### src/rtl/draw_sprite_pkg.sv
// Shared constants for the VGA overlay pipeline.
// HOR_PIXELS/VER_PIXELS describe the visible raster; the SPR_* values are the
// default sprite geometry and the colour key that the sprite ROM uses for see-through pixels.
package draw_sprite_pkg;

  localparam int unsigned HOR_PIXELS = 800;
  localparam int unsigned VER_PIXELS = 600;

  localparam int unsigned SPR_W_DEF       = 64;
  localparam int unsigned SPR_H_DEF       = 64;
  localparam logic [11:0] SPR_TRANSPARENT = 12'hF0F;

  // Packed width of the timing fields {vcount, vsync, vblnk, hcount, hsync, hblnk}.
  localparam int unsigned VGA_TIM_W = 26;

endpackage

### src/rtl/draw_sprite_if.sv
// VGA pixel stream bundle passed between pipeline stages.
// Modports:
//   vga_out - driver side (stage producing the stream)
//   vga_in  - receiver side (stage consuming the stream)
interface draw_sprite_if;

  logic [10:0] vcount;
  logic        vsync;
  logic        vblnk;
  logic [10:0] hcount;
  logic        hsync;
  logic        hblnk;
  logic [11:0] rgb;

  modport vga_out (
    output vcount, vsync, vblnk, hcount, hsync, hblnk, rgb
  );

  modport vga_in (
    input vcount, vsync, vblnk, hcount, hsync, hblnk, rgb
  );

endinterface

### src/rtl/draw_sprite_delay.sv
// Reset-clearable shift register delaying a bus by CLK_DEL clocks.
// Ports:
//   clk  - clock
//   rst  - synchronous active-high reset, clears every stage
//   din  - input word
//   dout - din delayed by CLK_DEL clocks
module draw_sprite_delay #(
  parameter int unsigned WIDTH   = 1,
  parameter int unsigned CLK_DEL = 1
) (
  input  logic             clk,
  input  logic             rst,
  input  logic [WIDTH-1:0] din,
  output logic [WIDTH-1:0] dout
);

  logic [WIDTH-1:0] stage_q [CLK_DEL];

  always_ff @(posedge clk) begin
    if (rst) begin
      for (int i = 0; i < int'(CLK_DEL); i++) begin
        stage_q[i] <= '0;
      end
    end else begin
      stage_q[0] <= din;
      for (int i = 1; i < int'(CLK_DEL); i++) begin
        stage_q[i] <= stage_q[i-1];
      end
    end
  end

  assign dout = stage_q[CLK_DEL-1];

endmodule

### src/rtl/draw_sprite.sv
// Sprite overlay stage: paints one SPR_W x SPR_H sprite from an external synchronous ROM
// onto the incoming VGA stream at a position latched once per frame.
// Ports:
//   clk, rst   - pixel clock, synchronous active-high reset
//   vga_in     - background-painted stream
//   vga_out    - stream with sprite overlaid, 2 clocks behind vga_in
//   xpos, ypos - requested sprite top-left corner
//   mirror     - requested horizontal flip
//   pos_valid  - one-cycle strobe capturing xpos/ypos/mirror
//   pixel_addr - ROM address, combinational from the current input pixel
//   rgb_pixel  - ROM data, valid one clock after pixel_addr
module draw_sprite
  import draw_sprite_pkg::*;
#(
  parameter int unsigned SPR_W       = SPR_W_DEF,
  parameter int unsigned SPR_H       = SPR_H_DEF,
  parameter logic [11:0] TRANSPARENT = SPR_TRANSPARENT,
  parameter int unsigned ADDR_W      = $clog2(SPR_W * SPR_H)
) (
  input  logic              clk,
  input  logic              rst,
  draw_sprite_if.vga_in     vga_in,
  draw_sprite_if.vga_out    vga_out,
  input  logic [10:0]       xpos,
  input  logic [10:0]       ypos,
  input  logic              mirror,
  input  logic              pos_valid,
  output logic [ADDR_W-1:0] pixel_addr,
  input  logic [11:0]       rgb_pixel
);

  localparam int unsigned COL_W = $clog2(SPR_W);
  localparam int unsigned ROW_W = ADDR_W - COL_W;

  logic [10:0] x_pend, y_pend, x_act, y_act;
  logic        mir_pend, mir_act, pend, vblnk_prev;
  logic        frame_start;

  // Position only moves on the rising edge of vblnk so a frame is never torn.
  assign frame_start = vga_in.vblnk & ~vblnk_prev;

  always_ff @(posedge clk) begin
    if (rst) begin
      x_pend     <= '0;
      y_pend     <= '0;
      mir_pend   <= 1'b0;
      pend       <= 1'b0;
      x_act      <= '0;
      y_act      <= '0;
      mir_act    <= 1'b0;
      vblnk_prev <= 1'b0;
    end else begin
      vblnk_prev <= vga_in.vblnk;
      if (frame_start) begin
        // A strobe landing on the boundary itself is newer than anything pending.
        if (pos_valid) begin
          x_act   <= xpos;
          y_act   <= ypos;
          mir_act <= mirror;
        end else if (pend) begin
          x_act   <= x_pend;
          y_act   <= y_pend;
          mir_act <= mir_pend;
        end
        pend <= 1'b0;
      end else if (pos_valid) begin
        x_pend   <= xpos;
        y_pend   <= ypos;
        mir_pend <= mirror;
        pend     <= 1'b1;
      end
    end
  end

  // Hit test in 12 bits so x_act + SPR_W cannot wrap back to column 0.
  logic [11:0] h_ext, v_ext, x_lo, y_lo, x_hi, y_hi;
  logic        in_spr;
  logic [COL_W-1:0] col_raw, col;
  logic [ROW_W-1:0] row;

  always_comb begin
    h_ext  = {1'b0, vga_in.hcount};
    v_ext  = {1'b0, vga_in.vcount};
    x_lo   = {1'b0, x_act};
    y_lo   = {1'b0, y_act};
    x_hi   = x_lo + 12'(SPR_W);
    y_hi   = y_lo + 12'(SPR_H);
    in_spr = (h_ext >= x_lo) && (h_ext < x_hi) && (v_ext >= y_lo) && (v_ext < y_hi) &&
             !vga_in.hblnk && !vga_in.vblnk;

    col_raw    = COL_W'(vga_in.hcount - x_act);
    col        = mir_act ? (COL_W'(SPR_W - 1) - col_raw) : col_raw;
    row        = ROW_W'(vga_in.vcount - y_act);
    pixel_addr = in_spr ? {row, col} : '0;
  end

  // Timing fields need two stages; rgb and the hit flag need one, so they line up with
  // the ROM word arriving in the following cycle.
  logic [VGA_TIM_W-1:0] tim_in, tim_out;
  logic [12:0]          s1_in, s1_out;
  logic                 in_spr_d;
  logic [11:0]          rgb_d, rgb_mux, rgb_q;

  assign tim_in = {vga_in.vcount, vga_in.vsync, vga_in.vblnk,
                   vga_in.hcount, vga_in.hsync, vga_in.hblnk};
  assign s1_in  = {in_spr, vga_in.rgb};

  draw_sprite_delay #(
    .WIDTH   (VGA_TIM_W),
    .CLK_DEL (2)
  ) u_tim_delay (
    .clk  (clk),
    .rst  (rst),
    .din  (tim_in),
    .dout (tim_out)
  );

  draw_sprite_delay #(
    .WIDTH   (13),
    .CLK_DEL (1)
  ) u_rgb_delay (
    .clk  (clk),
    .rst  (rst),
    .din  (s1_in),
    .dout (s1_out)
  );

  assign in_spr_d = s1_out[12];
  assign rgb_d    = s1_out[11:0];
  assign rgb_mux  = (in_spr_d && (rgb_pixel != TRANSPARENT)) ? rgb_pixel : rgb_d;

  always_ff @(posedge clk) begin
    if (rst) begin
      rgb_q <= '0;
    end else begin
      rgb_q <= rgb_mux;
    end
  end

  assign vga_out.vcount = tim_out[25:15];
  assign vga_out.vsync  = tim_out[14];
  assign vga_out.vblnk  = tim_out[13];
  assign vga_out.hcount = tim_out[12:2];
  assign vga_out.hsync  = tim_out[1];
  assign vga_out.hblnk  = tim_out[0];
  assign vga_out.rgb    = rgb_q;

endmodule

### src/flat_wrapper.sv
// flat-port wrapper written by rule: the top's interface ports become plain ports
module draw_sprite_flat import draw_sprite_pkg::*;
#(
  parameter int unsigned SPR_W       = SPR_W_DEF,
  parameter int unsigned SPR_H       = SPR_H_DEF,
  parameter logic [11:0] TRANSPARENT = SPR_TRANSPARENT,
  parameter int unsigned ADDR_W      = $clog2(SPR_W * SPR_H)
)
  (clk, rst, xpos, ypos, mirror, pos_valid, pixel_addr, rgb_pixel, vga_in_vcount, vga_in_vsync, vga_in_vblnk, vga_in_hcount, vga_in_hsync, vga_in_hblnk, vga_in_rgb, vga_out_vcount, vga_out_vsync, vga_out_vblnk, vga_out_hcount, vga_out_hsync, vga_out_hblnk, vga_out_rgb);
  draw_sprite_if vga_in_i ();
  draw_sprite_if vga_out_i ();
  input  logic clk;
  input  logic rst;
  input  logic [10:0] xpos;
  input  logic [10:0] ypos;
  input  logic mirror;
  input  logic pos_valid;
  output logic [ADDR_W-1:0] pixel_addr;
  input  logic [11:0] rgb_pixel;
  input wire logic [$bits(vga_in_i.vcount)-1:0] vga_in_vcount;
  input wire logic [$bits(vga_in_i.vsync)-1:0] vga_in_vsync;
  input wire logic [$bits(vga_in_i.vblnk)-1:0] vga_in_vblnk;
  input wire logic [$bits(vga_in_i.hcount)-1:0] vga_in_hcount;
  input wire logic [$bits(vga_in_i.hsync)-1:0] vga_in_hsync;
  input wire logic [$bits(vga_in_i.hblnk)-1:0] vga_in_hblnk;
  input wire logic [$bits(vga_in_i.rgb)-1:0] vga_in_rgb;
  output wire logic [$bits(vga_out_i.vcount)-1:0] vga_out_vcount;
  output wire logic [$bits(vga_out_i.vsync)-1:0] vga_out_vsync;
  output wire logic [$bits(vga_out_i.vblnk)-1:0] vga_out_vblnk;
  output wire logic [$bits(vga_out_i.hcount)-1:0] vga_out_hcount;
  output wire logic [$bits(vga_out_i.hsync)-1:0] vga_out_hsync;
  output wire logic [$bits(vga_out_i.hblnk)-1:0] vga_out_hblnk;
  output wire logic [$bits(vga_out_i.rgb)-1:0] vga_out_rgb;
  assign vga_in_i.vcount = vga_in_vcount;
  assign vga_in_i.vsync = vga_in_vsync;
  assign vga_in_i.vblnk = vga_in_vblnk;
  assign vga_in_i.hcount = vga_in_hcount;
  assign vga_in_i.hsync = vga_in_hsync;
  assign vga_in_i.hblnk = vga_in_hblnk;
  assign vga_in_i.rgb = vga_in_rgb;
  assign vga_out_vcount = vga_out_i.vcount;
  assign vga_out_vsync = vga_out_i.vsync;
  assign vga_out_vblnk = vga_out_i.vblnk;
  assign vga_out_hcount = vga_out_i.hcount;
  assign vga_out_hsync = vga_out_i.hsync;
  assign vga_out_hblnk = vga_out_i.hblnk;
  assign vga_out_rgb = vga_out_i.rgb;
  draw_sprite #(.SPR_W(SPR_W), .SPR_H(SPR_H), .TRANSPARENT(TRANSPARENT), .ADDR_W(ADDR_W)) u_core (.clk(clk), .rst(rst), .vga_in(vga_in_i), .vga_out(vga_out_i), .xpos(xpos), .ypos(ypos), .mirror(mirror), .pos_valid(pos_valid), .pixel_addr(pixel_addr), .rgb_pixel(rgb_pixel));
endmodule
### config.mk
export PLATFORM = sky130hd
export DESIGN_NAME = draw_sprite_flat
export DESIGN_NICKNAME = d
export VERILOG_FILES = /design/src/rtl/draw_sprite_pkg.sv /design/src/rtl/draw_sprite_if.sv /design/src/rtl/draw_sprite_delay.sv /design/src/rtl/draw_sprite.sv /design/src/flat_wrapper.sv
export SDC_FILE = /design/constraint.sdc
export NUM_CORES = 1
export LEC_CHECK = 0
export CAP_MARGIN = 20
export CORE_ASPECT_RATIO = 1.1
export CORE_UTILIZATION = 30
export DETAILED_ROUTE_END_ITERATION = 7
export GPL_ROUTABILITY_DRIVEN = 0
export GPL_TIMING_DRIVEN = 0
export PLACE_DENSITY = 0.55
export SLEW_MARGIN = 0
export SYNTH_ARGS = -nofsm -noshare
export SYNTH_HDL_FRONTEND = slang
export SYNTH_SLANG_ARGS = --single-unit
### constraint.sdc
create_clock -name clk -period 3.68 [get_ports clk]
set_input_delay 0.736 -clock clk [delete_from_list [all_inputs] [get_ports clk]]
set_output_delay 0.736 -clock clk [all_outputs]
set_load 0.005 [all_outputs]
==> impl_metrics.json, run 1 <==
{
  "powerDensity_mw_per_mm2": 475.1,
  "wl_met3_um": 830,
  "area_delta_synth_final_pct": 43.84,
  "firstDrtPassIters": 4,
  "min_period_ps": 3803,
  "tritoncts": "yes",
  "globalRouteTotalUtil_pct": 15.57,
  "clkSinkCount": 124,
  "synth_seq_cells": 124,
  "grt_max_degree": 17,
  "synthCells": 586,
  "io_buffers": 123,
  "grt_setup_unrepaired": "true",
  "cts.path.max_buffers": 2,
  "wl_met2_mm": 6.965,
  "synth_edf_count": 0,
  "worstSetupPathType": "in2out",
  "num_rows": 51,
  "vias_per_cell": 4.492,
  "placedCellCount": 947,
  "ys_types": 43,
  "failed_checks": "setup timing",
  "setup_slack_ps": -122.8,
  "synthAdderAreaFrac_pct": 8.493,
  "outcome": "complete, but fails checks",
  "cp-start-kind": "input pin",
  "finalInstanceArea_mm2": 0.007883,
  "netlist_top_cells_area": "dfxtp_1 45%, ha_1 7.8%, nor2b_1 7.4%",
  "cpMostUsedCell": "buf_8",
  "finalPower_mw": 3.745,
  "pre_cts_ws_ps": -1143,
  "fill_cells": 1743,
  "wl_met1_mm": 5.904,
  "num_antenna_cells": 0,
  "hp-class": "reg2reg",
  "async_reset_ff_share_pct": 0,
  "synth_area_per_cell_um2": 9.352,
  "crit_chain": "buf_8 > inv_8 > ha_4 > inv_2 > fa_2 > a211o_1 > o211ai_2 > a211oi_2 > o32a_1 > or3b_4 > buf_8 > nor3b_2 > buf_2",
  "cts_hold_buf": 0,
  "grt_remaining_overflow": 0,
  "dr.max_layer_used": "met5",
  "critPathLaunch": "vga_in_vcount[0]",
  "dpl_cell_area_mm2": 0.007009,
  "cts_buffers": 17,
  "min_from": "u_core.u_tim_delay.stage_q[0][11]",
  "ff2ff_setup_slack_ps": 1510,
  "finalSetupTns_ps": -672.2,
  "synth_compound_area_share_pct": 11.44,
  "dieArea_mm2": 0.01881,
  "critical_path_peak_fanout": 5,
  "yosysTopAreaCell": "dfxtp_1",
  "fin_crit_sh_pct": 103.3,
  "fin_hold_ws_ps": 436.7,
  "vias": 4443,
  "nets": 851,
  "fmax_mhz": 263.0,
  "clk_latency_ps": 410,
  "regArea_mm2": 0.002490,
  "antenna_found_initial": 1,
  "yosysSeqAreaShare_pct": 45.30,
  "setup_violations": 11,
  "fp.coreArea_mm2": 0.01780,
  "slew-limit-headroom_pct": 50.86,
  "worstPathRequired_ps": 2940,
  "utilization_pct": 44.28,
  "tightestPinTransition_ps": 737.1,
  "synth_top_family_by_area": "simple AND/OR/NAND/NOR gates",
  "ant_nets": 0,
  "power.leakage_nw": 3.183,
  "path_clk_slew_ps": 50,
  "ys.flop_type": "dfxtp_1",
  "drt_iter0_drc": 123,
  "stdcell_count": 989,
  "die_w_um": 130.9,
  "drive_above_1_share_pct": 16.38,
  "yosys_warnings": 0,
  "ios": 126,
  "hpwl_mm": 10.97,
  "grt_pass1_vias": 4455,
  "drv_cap": 0,
  "crit_path_end_kind": "output port",
  "fp.dieH_um": 143.8,
  "synthSimpleGateAreaFrac_pct": 18.68,
  "regToRegStartpoint": "u_core.y_act[0]",
  "start_util_pct": 30.78,
  "drc": 0,
  "critPathMaxStageDelay_ps": 450,
  "cts_root_buffer": "clkbuf_16",
  "grt_pass1_wl_mm": 22.02,
  "synthXorXnorAreaFrac_pct": 3.037,
  "cp.arrival_ps": 3070,
  "htree_levels": 4,
  "slowest_stage": "or3b_4",
  "finalMaxSlewViolations": 0,
  "finalHoldViolCount": 0,
  "wirelength_mm": 14.10,
  "syn_area_mm2": 0.005480,
  "multi_input_comb_area_mm2": 0.002799,
  "finalClockSkew_ps": 3.386,
  "yosys.area.top_type_share_pct": 45.30,
  "synth_nets": 698,
  "wl_per_cell_um": 14.26,
  "muxShareOfSynthArea_pct": 5.845,
  "vdd_drop_max_uv": 339.2
}
## synth_stat cells, types with 2 or more instances
cell type  count
nand2_1       61
nor2_1        45
buf_6          2
a21o_1         6
inv_1         28
nand2b_1       3
nand4b_1       3
a21oi_1       41
mux2i_1       32
o21ai_0        7
ha_1          34
fa_1           2
dfxtp_1      124
a211oi_1      25
nand3_1        6
clkbuf_1      23
a31oi_1        4
or2_2          2
and2_1         3
buf_1          3
a211o_1        2
and4_1         4
a311o_1        2
nor3_1         3
buf_4         22
xnor2_1       16
nor2b_1       65
xor2_1         3
## power breakdown
part,internal [mW],switching [mW]
Sequential,1.42,0.0327
Clock,1.10,0.614
Combinational,0.307,0.272
Total,2.83,0.920
## flip-flops by register name, summed over array words and instances, names as in the netlist
name,flops
u_core.mir_pend,1
u_core.u_rgb_delay.stage_q,13
u_core.y_pend,11
u_core.vga_out.rgb,12
u_core.x_act,11
u_core.u_tim_delay.stage_q,52
u_core.y_act,11
u_core.mir_act,1
u_core.x_pend,11
u_core.pend,1
## cells by family after synthesis
family          count (synthesis)
simple gates                  202
buf+inv                        79
flops                         124
xor+xnor                       19
compound gates                 94
fa+ha+maj                      36
mux                            32
## layer usage
layer  global-route usage, %  vias to the layer above
met2                   27.82                      126
met1                   16.82                     2038
met5                       0                        -
met4                   7.078                        2
li1                        -                     2248
met3                   4.468                       29
## cells in the final DEF, fill, tap and decap left out, types with 3 or more instances in the layout
| cell | instances |
|---|---|
| ha_1 | 22 |
| a31oi_1 | 3 |
| xor2_1 | 3 |
| o21ai_1 | 3 |
| nor2_1 | 37 |
| clkbuf_16 | 17 |
| nand4b_1 | 3 |
| and4_1 | 4 |
| nor2_4 | 5 |
| and2_1 | 3 |
| nand2b_1 | 3 |
| buf_1 | 3 |
| o21ai_0 | 4 |
| xnor2_1 | 16 |
| ha_4 | 10 |
| buf_6 | 3 |
| a21o_1 | 6 |
| bufinv_16 | 3 |
| mux2i_1 | 32 |
| a21oi_1 | 41 |
| inv_1 | 24 |
| a211oi_1 | 24 |
| clkdlybuf4s50_1 | 92 |
| nand3_1 | 6 |
| dfxtp_1 | 120 |
| dfxtp_2 | 3 |
| dlygate4sd2_1 | 12 |
| buf_2 | 13 |
| clkbuf_1 | 23 |
| inv_6 | 3 |
| clkinvlp_4 | 3 |
| nor2_2 | 3 |
| dlymetal6s2s_1 | 3 |
| nand2_1 | 61 |
| nor2b_1 | 65 |
| buf_4 | 31 |
## repair_timing
action                                  4_1_cts  5_1_grt
resized for setup                           110       24
pin swaps                                    20       14
endpoints found under the setup margin       12       12
buffers inserted                              6        4
cloned                                        1        0
## final cells by class
cell class | instances | area share, %
clock inverter | 12 | 2.048
timing repair buffer | 134 | 16.14
buffer | 51 | 3.730
tap | 238 | 3.778
clock buffer | 19 | 5.746
multi-input combinational | 383 | 35.51
inverter | 28 | 1.460
sequential | 124 | 31.59
## worst max-delay path, delay by kind of cell
| family | cells | cell delay, ps |
|---|---|---|
| AO/OA/AOI/OAI | 4 | 770 |
| AND/OR/NAND/NOR | 2 | 590 |
| buffers and inverters | 5 | 490 |
| adder cells (fa/ha/maj) | 2 | 470 |
## path summary, 6_finish.rpt
kind | endpoint | cells after the start
setup reg to reg | u_core.u_rgb_delay.stage_q[0][12] | 9
hold reg to reg | u_core.u_tim_delay.stage_q[0][37] | 1
setup / recovery | pixel_addr[10] | 13
hold / removal | u_core.u_tim_delay.stage_q[0][37] | 1
Power figures use the tool's default switching activity.
==> run 2: changes to the inputs <==
--- a/config.mk
+++ b/config.mk
@@ -8,6 +8,7 @@
 export CAP_MARGIN = 20
 export CORE_ASPECT_RATIO = 1.1
 export CORE_UTILIZATION = 30
+export CTS_CLUSTER_DIAMETER = 30
 export DETAILED_ROUTE_END_ITERATION = 7
 export GPL_ROUTABILITY_DRIVEN = 0
 export GPL_TIMING_DRIVEN = 0
==> results of run 2 <==
The final DEF is identical to that of run 1; final timing and power are the same.
